<file path="src/rtl/signed_to_unsigned_stream_if.sv">
// Stream interface for the signed->offset-binary converter: enable-strobed
// input side, valid/ready output side, plus the overrun status/clear pair.
interface signed_to_unsigned_stream_if #(
  parameter int unsigned DATA_W = 14
);
  logic [DATA_W-1:0] dds_data_signed;
  logic              dds_signed_en;
  logic              dds_ready;
  logic [DATA_W-1:0] dds_data_unsigned;
  logic              dds_unsigned_en;
  logic              dds_unsigned_ready;
  logic              dds_unsigned_last;
  logic              overrun;
  logic              overrun_clr;

  // Environment side: drives samples, downstream ready and the clear.
  modport master (
    output dds_data_signed,
    output dds_signed_en,
    input  dds_ready,
    input  dds_data_unsigned,
    input  dds_unsigned_en,
    output dds_unsigned_ready,
    input  dds_unsigned_last,
    input  overrun,
    output overrun_clr
  );

  // Converter side.
  modport slave (
    input  dds_data_signed,
    input  dds_signed_en,
    output dds_ready,
    output dds_data_unsigned,
    output dds_unsigned_en,
    input  dds_unsigned_ready,
    output dds_unsigned_last,
    output overrun,
    input  overrun_clr
  );
endinterface

</file>
<file path="src/rtl/signed_to_unsigned_stream.sv">
// Signed DDS/ADC sample -> offset-binary unsigned (u = MID - s, wrapping),
// presented as a valid/ready stream behind a 2-entry skid buffer (OUT + SKID),
// with frame-last tagging every FRAME_LEN accepted samples and a sticky
// overrun flag for strobes that arrive while the buffer is full.
module signed_to_unsigned_stream #(
  parameter int unsigned DATA_W    = 14,
  parameter int unsigned FRAME_LEN = 1024,
  parameter int unsigned CNT_W     = 16
) (
  input  logic                          clk,
  input  logic                          rst,
  signed_to_unsigned_stream_if.slave    strm
);

  localparam logic [DATA_W-1:0] MID      = {1'b0, {(DATA_W-1){1'b1}}};
  localparam logic [CNT_W-1:0]  LAST_CNT = CNT_W'(FRAME_LEN - 1);

  typedef enum logic [1:0] {
    ST_EMPTY,
    ST_ONE,
    ST_FULL
  } state_t;

  state_t            state_q, state_d;
  logic [DATA_W-1:0] out_data_q, out_data_d;
  logic              out_last_q, out_last_d;
  logic [DATA_W-1:0] skid_data_q, skid_data_d;
  logic              skid_last_q, skid_last_d;
  logic [CNT_W-1:0]  cnt_q, cnt_d;
  logic              ovr_q, ovr_d;

  logic              accept;
  logic              drain;
  logic              in_last;
  logic [DATA_W-1:0] in_conv;

  // Ready and valid come straight from the occupancy register, so there is
  // no combinational path from dds_unsigned_ready back to dds_ready.
  assign strm.dds_ready         = (state_q != ST_FULL);
  assign strm.dds_unsigned_en   = (state_q != ST_EMPTY);
  assign strm.dds_data_unsigned = out_data_q;
  assign strm.dds_unsigned_last = out_last_q;
  assign strm.overrun           = ovr_q;

  assign accept  = strm.dds_signed_en && (state_q != ST_FULL);
  assign drain   = (state_q != ST_EMPTY) && strm.dds_unsigned_ready;
  assign in_conv = MID - strm.dds_data_signed;
  assign in_last = (cnt_q == LAST_CNT);

  // Occupancy FSM, data movement between input/OUT/SKID, frame count, overrun.
  always_comb begin
    state_d     = state_q;
    out_data_d  = out_data_q;
    out_last_d  = out_last_q;
    skid_data_d = skid_data_q;
    skid_last_d = skid_last_q;
    cnt_d       = cnt_q;
    ovr_d       = ovr_q;

    unique case (state_q)
      ST_EMPTY: begin
        if (accept) begin
          out_data_d = in_conv;
          out_last_d = in_last;
          state_d    = ST_ONE;
        end
      end
      ST_ONE: begin
        if (accept && !drain) begin
          skid_data_d = in_conv;
          skid_last_d = in_last;
          state_d     = ST_FULL;
        end else if (accept && drain) begin
          out_data_d = in_conv;
          out_last_d = in_last;
        end else if (drain) begin
          state_d = ST_EMPTY;
        end
      end
      ST_FULL: begin
        if (drain) begin
          out_data_d = skid_data_q;
          out_last_d = skid_last_q;
          state_d    = ST_ONE;
        end
      end
      default: state_d = ST_EMPTY;
    endcase

    if (accept) begin
      cnt_d = in_last ? '0 : cnt_q + CNT_W'(1);
    end

    if (strm.dds_signed_en && (state_q == ST_FULL)) begin
      ovr_d = 1'b1;
    end else if (strm.overrun_clr) begin
      ovr_d = 1'b0;
    end
  end

  // State register with synchronous reset; reset discards buffered samples.
  always_ff @(posedge clk) begin
    if (rst) begin
      state_q     <= ST_EMPTY;
      out_data_q  <= '0;
      out_last_q  <= 1'b0;
      skid_data_q <= '0;
      skid_last_q <= 1'b0;
      cnt_q       <= '0;
      ovr_q       <= 1'b0;
    end else begin
      state_q     <= state_d;
      out_data_q  <= out_data_d;
      out_last_q  <= out_last_d;
      skid_data_q <= skid_data_d;
      skid_last_q <= skid_last_d;
      cnt_q       <= cnt_d;
      ovr_q       <= ovr_d;
    end
  end

endmodule

</file>
<file path="src/flat_wrapper.sv">
// flat-port wrapper written by rule: the top's interface ports become plain ports
module signed_to_unsigned_stream_flat 
#(
  parameter int unsigned DATA_W    = 14,
  parameter int unsigned FRAME_LEN = 1024,
  parameter int unsigned CNT_W     = 16
)
  (clk, rst, strm_dds_data_signed, strm_dds_signed_en, strm_dds_ready, strm_dds_data_unsigned, strm_dds_unsigned_en, strm_dds_unsigned_ready, strm_dds_unsigned_last, strm_overrun, strm_overrun_clr);
  signed_to_unsigned_stream_if #(.DATA_W(DATA_W)) strm_i ();
  input  logic clk;
  input  logic rst;
  input wire logic [$bits(strm_i.dds_data_signed)-1:0] strm_dds_data_signed;
  input wire logic [$bits(strm_i.dds_signed_en)-1:0] strm_dds_signed_en;
  output wire logic [$bits(strm_i.dds_ready)-1:0] strm_dds_ready;
  output wire logic [$bits(strm_i.dds_data_unsigned)-1:0] strm_dds_data_unsigned;
  output wire logic [$bits(strm_i.dds_unsigned_en)-1:0] strm_dds_unsigned_en;
  input wire logic [$bits(strm_i.dds_unsigned_ready)-1:0] strm_dds_unsigned_ready;
  output wire logic [$bits(strm_i.dds_unsigned_last)-1:0] strm_dds_unsigned_last;
  output wire logic [$bits(strm_i.overrun)-1:0] strm_overrun;
  input wire logic [$bits(strm_i.overrun_clr)-1:0] strm_overrun_clr;
  assign strm_i.dds_data_signed = strm_dds_data_signed;
  assign strm_i.dds_signed_en = strm_dds_signed_en;
  assign strm_dds_ready = strm_i.dds_ready;
  assign strm_dds_data_unsigned = strm_i.dds_data_unsigned;
  assign strm_dds_unsigned_en = strm_i.dds_unsigned_en;
  assign strm_i.dds_unsigned_ready = strm_dds_unsigned_ready;
  assign strm_dds_unsigned_last = strm_i.dds_unsigned_last;
  assign strm_overrun = strm_i.overrun;
  assign strm_i.overrun_clr = strm_overrun_clr;
  signed_to_unsigned_stream #(.DATA_W(DATA_W), .FRAME_LEN(FRAME_LEN), .CNT_W(CNT_W)) u_core (.clk(clk), .rst(rst), .strm(strm_i));
endmodule
</file>
<file path="config.mk">
export PLATFORM = sky130hd
export DESIGN_NAME = signed_to_unsigned_stream_flat
export DESIGN_NICKNAME = d
export VERILOG_FILES = /design/src/rtl/signed_to_unsigned_stream_if.sv /design/src/rtl/signed_to_unsigned_stream.sv /design/src/flat_wrapper.sv
export SDC_FILE = /design/constraint.sdc
export NUM_CORES = 1
export LEC_CHECK = 0
export ABC_AREA = 1
export CAP_MARGIN = 20
export CORE_MARGIN = 1.5
export CORE_UTILIZATION = 57
export CTS_CLUSTER_SIZE = 28
export DETAILED_ROUTE_END_ITERATION = 8
export GPL_TIMING_DRIVEN = 0
export PLACE_DENSITY = 0.94
export REMOVE_ABC_BUFFERS = 1
export SLEW_MARGIN = 40
export SYNTH_ARGS = -nofsm -noshare
export SYNTH_HDL_FRONTEND = slang
export SYNTH_SLANG_ARGS = --single-unit
</file>
<file path="constraint.sdc">
create_clock -name clk -period 2.3 [get_ports clk]
set_input_delay 0.23 -clock clk [delete_from_list [all_inputs] [get_ports clk]]
set_output_delay 0.23 -clock clk [all_outputs]
set_load 0.02 [all_outputs]
</file>
=== Word-level counts from Yosys, hierarchy flattened ===
Cells that the tools add are included.

* Muxes and demuxes: 19
* Add/subtract/negate cells: 2
* Reduce and logical (&&, ||, !) cells: 13
* Eq/ne operators: 10

{| class="wikitable"
|+ Operator list
! cell !! number
|-
| 14-bit 2-to-1 mux || 4
|-
| 14-bit one-hot mux with 3 select lines || 1
|-
| 16-bit by 1-bit adder with 16-bit output (second input constant) || 1
|-
| 16-bit by 10-bit == test with 1-bit output (second input constant) || 1
|-
| 16-bit 2-to-1 mux || 1
|-
| 13-bit by 14-bit subtractor with 14-bit output (first input constant) || 1
|-
| 2-bit 2-to-1 mux || 5
|-
| 1-bit 2-to-1 mux || 6
|-
| 2-bit by 1-bit inequality test with 1-bit output (second input constant) || 3
|-
| 2-bit one-hot mux with 3 select lines || 1
|-
| 1-bit logical AND || 5
|-
| 5-bit AND reduction || 1
|-
| 2-bit inequality test (second input constant) || 2
|-
| 4-bit AND reduction || 1
|-
| 2-bit nonzero test || 2
|-
| 3-bit by 1-bit inequality test with 1-bit output (second input constant) || 1
|-
| 3-bit by 2-bit inequality test with 1-bit output (second input constant) || 1
|-
| 1-bit one-hot mux with 3 select lines || 1
|-
| 3-bit nonzero test || 1
|-
| 2-bit by 1-bit == test with 1-bit output (second input constant) || 1
|-
| 2-bit == test (second input constant) || 1
|-
| 2-bit zero test || 1
|-
| 2-bit AND reduction || 1
|-
| 1-bit zero test || 1
|}

* Register bits: 49
* Output and inout port bits: 18
* Bits of input ports: 19
* Logic and storage cells: 51

=== Depth between registers and ports, before layout ===
* Word-level depth: 6
* Depth in mapped cells: 9
* Depth with buffers taken out: 9

=== Worst setup path after synthesis ===
No wires, ideal clock.

* Path kind: register to register
* From: register u_core.cnt_q[0]
* To: register u_core.cnt_q[12]
* Required time: 2.187 ns
* Path buffers: 0
* Cell stages (with the launch flop): 9
* Slack: 0.963 ns
* Data arrival time: 1.224 ns
* Period minus slack after synthesis: 1.337 ns
* Setup time: 0.113 ns
* Path through: dfxtp_1 > ha_1 > nand3_1 > inv_1 > nand3_1 > nor2_1 > nor2_2 > nand2_1 > nor2_1

* Cells in the longest elaborated chain, start to end: 2
* Elaborated cells between the ends (all ways): 3
* Classes of those cells: add/sub (1); eq/ne (1); mux (1)

{| class="wikitable"
|+ RTL lines
! what !! line !! text
|-
| from (decl) || signed_to_unsigned_stream.sv:29 || <nowiki>logic [CNT_W-1:0] cnt_q, cnt_d;</nowiki>
|-
| from (signal assigned) || signed_to_unsigned_stream.sv:117 || <nowiki>cnt_q <= cnt_d;</nowiki>
|-
| 16-bit by 1-bit adder with 16-bit output / 16-bit by 10-bit == test with 1-bit output (equally long branches) || signed_to_unsigned_stream.sv:91, signed_to_unsigned_stream.sv:48 ||
|-
| 16-bit 2-to-1 mux (*) || signed_to_unsigned_stream.sv:91 || <nowiki>cnt_d = in_last ? '0 : cnt_q + CNT_W'(1);</nowiki>
|}

Every way passes the cells marked *; elsewhere a longest branch is shown, timed or not.
A chain may end at the register's enable or synchronous reset.

=== Worst setup path in the final report ===
* From: register u_core.state_q[0]
* To: output port strm_dds_ready

* Cells in the longest elaborated chain, start to end: 1

{| class="wikitable"
|+ RTL lines
! what !! line !! text
|-
| from (decl) || signed_to_unsigned_stream.sv:24 || <nowiki>state_t state_q, state_d;</nowiki>
|-
| from (signal assigned) || signed_to_unsigned_stream.sv:112 || <nowiki>state_q <= state_d;</nowiki>
|-
| 2-bit inequality test || signed_to_unsigned_stream.sv:39 || <nowiki>assign strm.dds_ready = (state_q != ST_FULL);</nowiki>
|-
| to (decl) || flat_wrapper.sv:14 || <nowiki>output wire logic [$bits(strm_i.dds_ready)-1:0] strm_dds_ready;</nowiki>
|}

No other way between the ends.

==> run metrics <==
number of I/O port buffers 36; Max Fclk 541 MHz; Synth area leader dfxtp_1; post-layout min period 1.85 ns; total DRC errors in the routed layout 0; outcome finished clean; slew of the pin with the lowest slew margin 0.752 ns; die span in y 66.0 um; number of buffers on the longest clock path 2; post-layout net count 361; switching power 468 uW; Slew HR 0.498; count of filler cells inserted in the layout 299; Starting Density 0.604; clock edge transition at the registers on the reported setup and hold paths 0.09 ns; worst stage delay on the critical path 0.63 ns; synth top area cells dfxtp_1 (43%), nor2_1 (10%), nand2_1 (8.1%), o21ai_0 (7.3%), a21oi_1 (4.9%); critical path capture point type output port; signal arrival time at the worst endpoint 1.62 ns; Final GP Congestion 0.863; syn_area_per_cell 7.31 um2; most common library cell in the layout ignoring fill and taps nor2_1; most frequent cells in the layout nor2_1 (61), nand2_1 (49), dfxtp_1 (49), clkdlybuf4s50_1 (36), o21ai_0 (33); via count of the first global-routing pass 1949; count of cells resized by post-cts repair 0; clk sinks 49; combined area of all synthesized cells 2260 um2; clk root buf clkbuf_8; area inside the core boundary 3740 um2; global-route congestion overflow total 0; max_cap viols 0; Post-Route WL 4650 um; routed via count 2064; count of standard-cell rows 22; area of the multi-input gates 1080 um2; number of distinct library cell variants in the gate-level netlist after synthesis 32; share of post-route cells with drive strength above 1 0.0848; PD cells 699 nW/um2; Detail Route Antenna Nets 0; number of synthesized register bits 49; number of antenna violations at the first check in global routing 0; highest net fanout along the worst path 5; flop2flop setup slack 0.47 ns; final count of negative-setup-slack endpoints 0; critical path, cell by cell inv_1, nand2_2, clkdlybuf4s50_1; die footprint 4350 um2; Yosys warning total 0; Hold Slack 0.454 ns; fraction of the cycle the final worst path needs 0.804; setup clock skew after layout 0.0107 ns; via density per instance 5.29; initial detailed-routing violation count 186; static leakage power 1.10 nW; required time of the critical path 2.07 ns; mean routed wirelength per cell 11.9 um; Skew-Pair Late Insertion Delay 0.31 ns; antenna diode count 0; gr usage total 0.236; share of the yosys chip area belonging to registers 0.434; startpoint types flop; Max H-tree Level 2; relative contribution of sequential cells to total power 0.479; share of power burned in combinational logic 0.133; sw frac 0.245; share of the synthesized area in the top cell type 0.434; Area Overhead vs Synth 20.8%; post-synthesis cell count 309; Post-CTS Hold Buffers 0; setup TNS 0 ns; Pre-Repair DR Iteration Count 4; clock tree from TritonCTS built; classification of the worst-slack hold path reg2reg; critical-path cell with the highest stage delay clkdlybuf4s50_1; Die X-Extent 66.0 um; number of clock buffers inserted by TritonCTS 5; Layout Cells excl Fill 390; area occupied by registers 981 um2; Max rail drop VDD 418 uV; top-level port count 37; number of placed instances with taps included 382; RSZ-0062 raised after global routing false; global-route wire length before repair 7920 um; number of pins exceeding their max-slew limit in the final report 0; final hold violation count 0; setup fix buffers added after clock tree synthesis 0; DP HPWL 3240 um; power share of the clock group 0.388; internal cell power 1.44 mW; start-to-end type of the worst setup path reg2out; maximum number of pins on one net before global-route repair 32
[per-layer routing]
layer  GRT usage  vias up  routed length [um]
met5           0        -                   0
met4      0.0995        0                  61
met3      0.0647        7                 180
met2       0.431       40                2360
met1       0.253      951                2040
li1            -     1066                   -
[final cells by class]
| cell class | instances | area share |
|---|---|---|
| clock buffer | 5 | 0.0252 |
| sequential | 49 | 0.359 |
| clock inverter | 3 | 0.0252 |
| tap | 48 | 0.0220 |
| inverter | 27 | 0.0385 |
| multi-input combinational | 222 | 0.398 |
| timing repair buffer | 36 | 0.132 |
[cells by family after synthesis]
| family | synth area share |
|---|---|
| xor gates and xnor gates | 0.0233 |
| adders and majority gates | 0.00554 |
| AOI/OAI and AO/OA | 0.167 |
| DFF | 0.434 |
| and+or+nand+nor | 0.284 |
| buffers and inverters | 0.0858 |
[worst paths after layout]
| check | startpoint | cells past startpoint | endpoint |
|---|---|---|---|
| max | u_core.state_q[0] | 3 | strm_dds_ready |
| min | u_core.skid_data_q[13] | 2 | u_core.skid_data_q[13] |
| max reg2reg | u_core.state_q[1] | 6 | u_core.strm.dds_unsigned_last |
| min reg2reg | u_core.skid_data_q[13] | 2 | u_core.skid_data_q[13] |
[per-stage QoR]
stage                     setup slack [ns]  area (um2)   util  total power, mW
after CTS                            0.448        2730  0.729             1.92
after detailed placement             0.274        2590  0.692             1.19
after global placement               0.335        2590  0.692             1.17
after global routing                 0.295        2730  0.729             1.98
after floorplan                      0.848        2170      -             1.07
final                                0.451        2730  0.729             1.91
[registers in the layout (all words and copies together), names as in the netlist]
signal	flops
u_core.cnt_q	16
u_core.skid_data_q	14
u_core.strm.dds_data_unsigned	14
u_core.state_q	2
u_core.skid_last_q	1
u_core.strm.dds_unsigned_last	1
u_core.strm.overrun	1
[cell usage after synthesis]
master    count
inv_2         1
a21oi_1      22
dfxtp_1      49
xor2_1        5
o21ai_0      33
nand2_4       1
clkbuf_1      3
nand2_1      49
nand4_1       5
o21ai_4       1
nand3_1      11
clkinv_2      1
or2_2         1
a21oi_2       1
buf_4         1
ha_1          1
o21ai_1      11
nor2_2        4
inv_1        24
o21ai_2       1
inv_4         1
buf_2         2
xnor2_1       1
nor2_1       61
nor3_1        3
nor2_4        3
a31oi_1       1
nor2_8        1
buf_8         1
nand2_2       5
buf_6         4
o21bai_1      1
[power by group through the flow]
stage / Clock (mW) / Combinational, mW / Sequential (mW)
2_1_floorplan: 0 / 0.106 / 0.961
3_3_place_gp: 0 / 0.244 / 0.931
3_5_place_dp: 0 / 0.253 / 0.934
4_1_cts: 0.749 / 0.255 / 0.914
5_1_grt: 0.778 / 0.281 / 0.918
6_report: 0.740 / 0.254 / 0.914
[critical path, delay by kind of cell (launching register included)]
kind,cells,cell delay (ns)
buffers and inverters,2,0.77
flip-flops,1,0.38
AND/OR/NAND/NOR,1,0.17
Note: power is estimated with default switching activity, not from simulation.
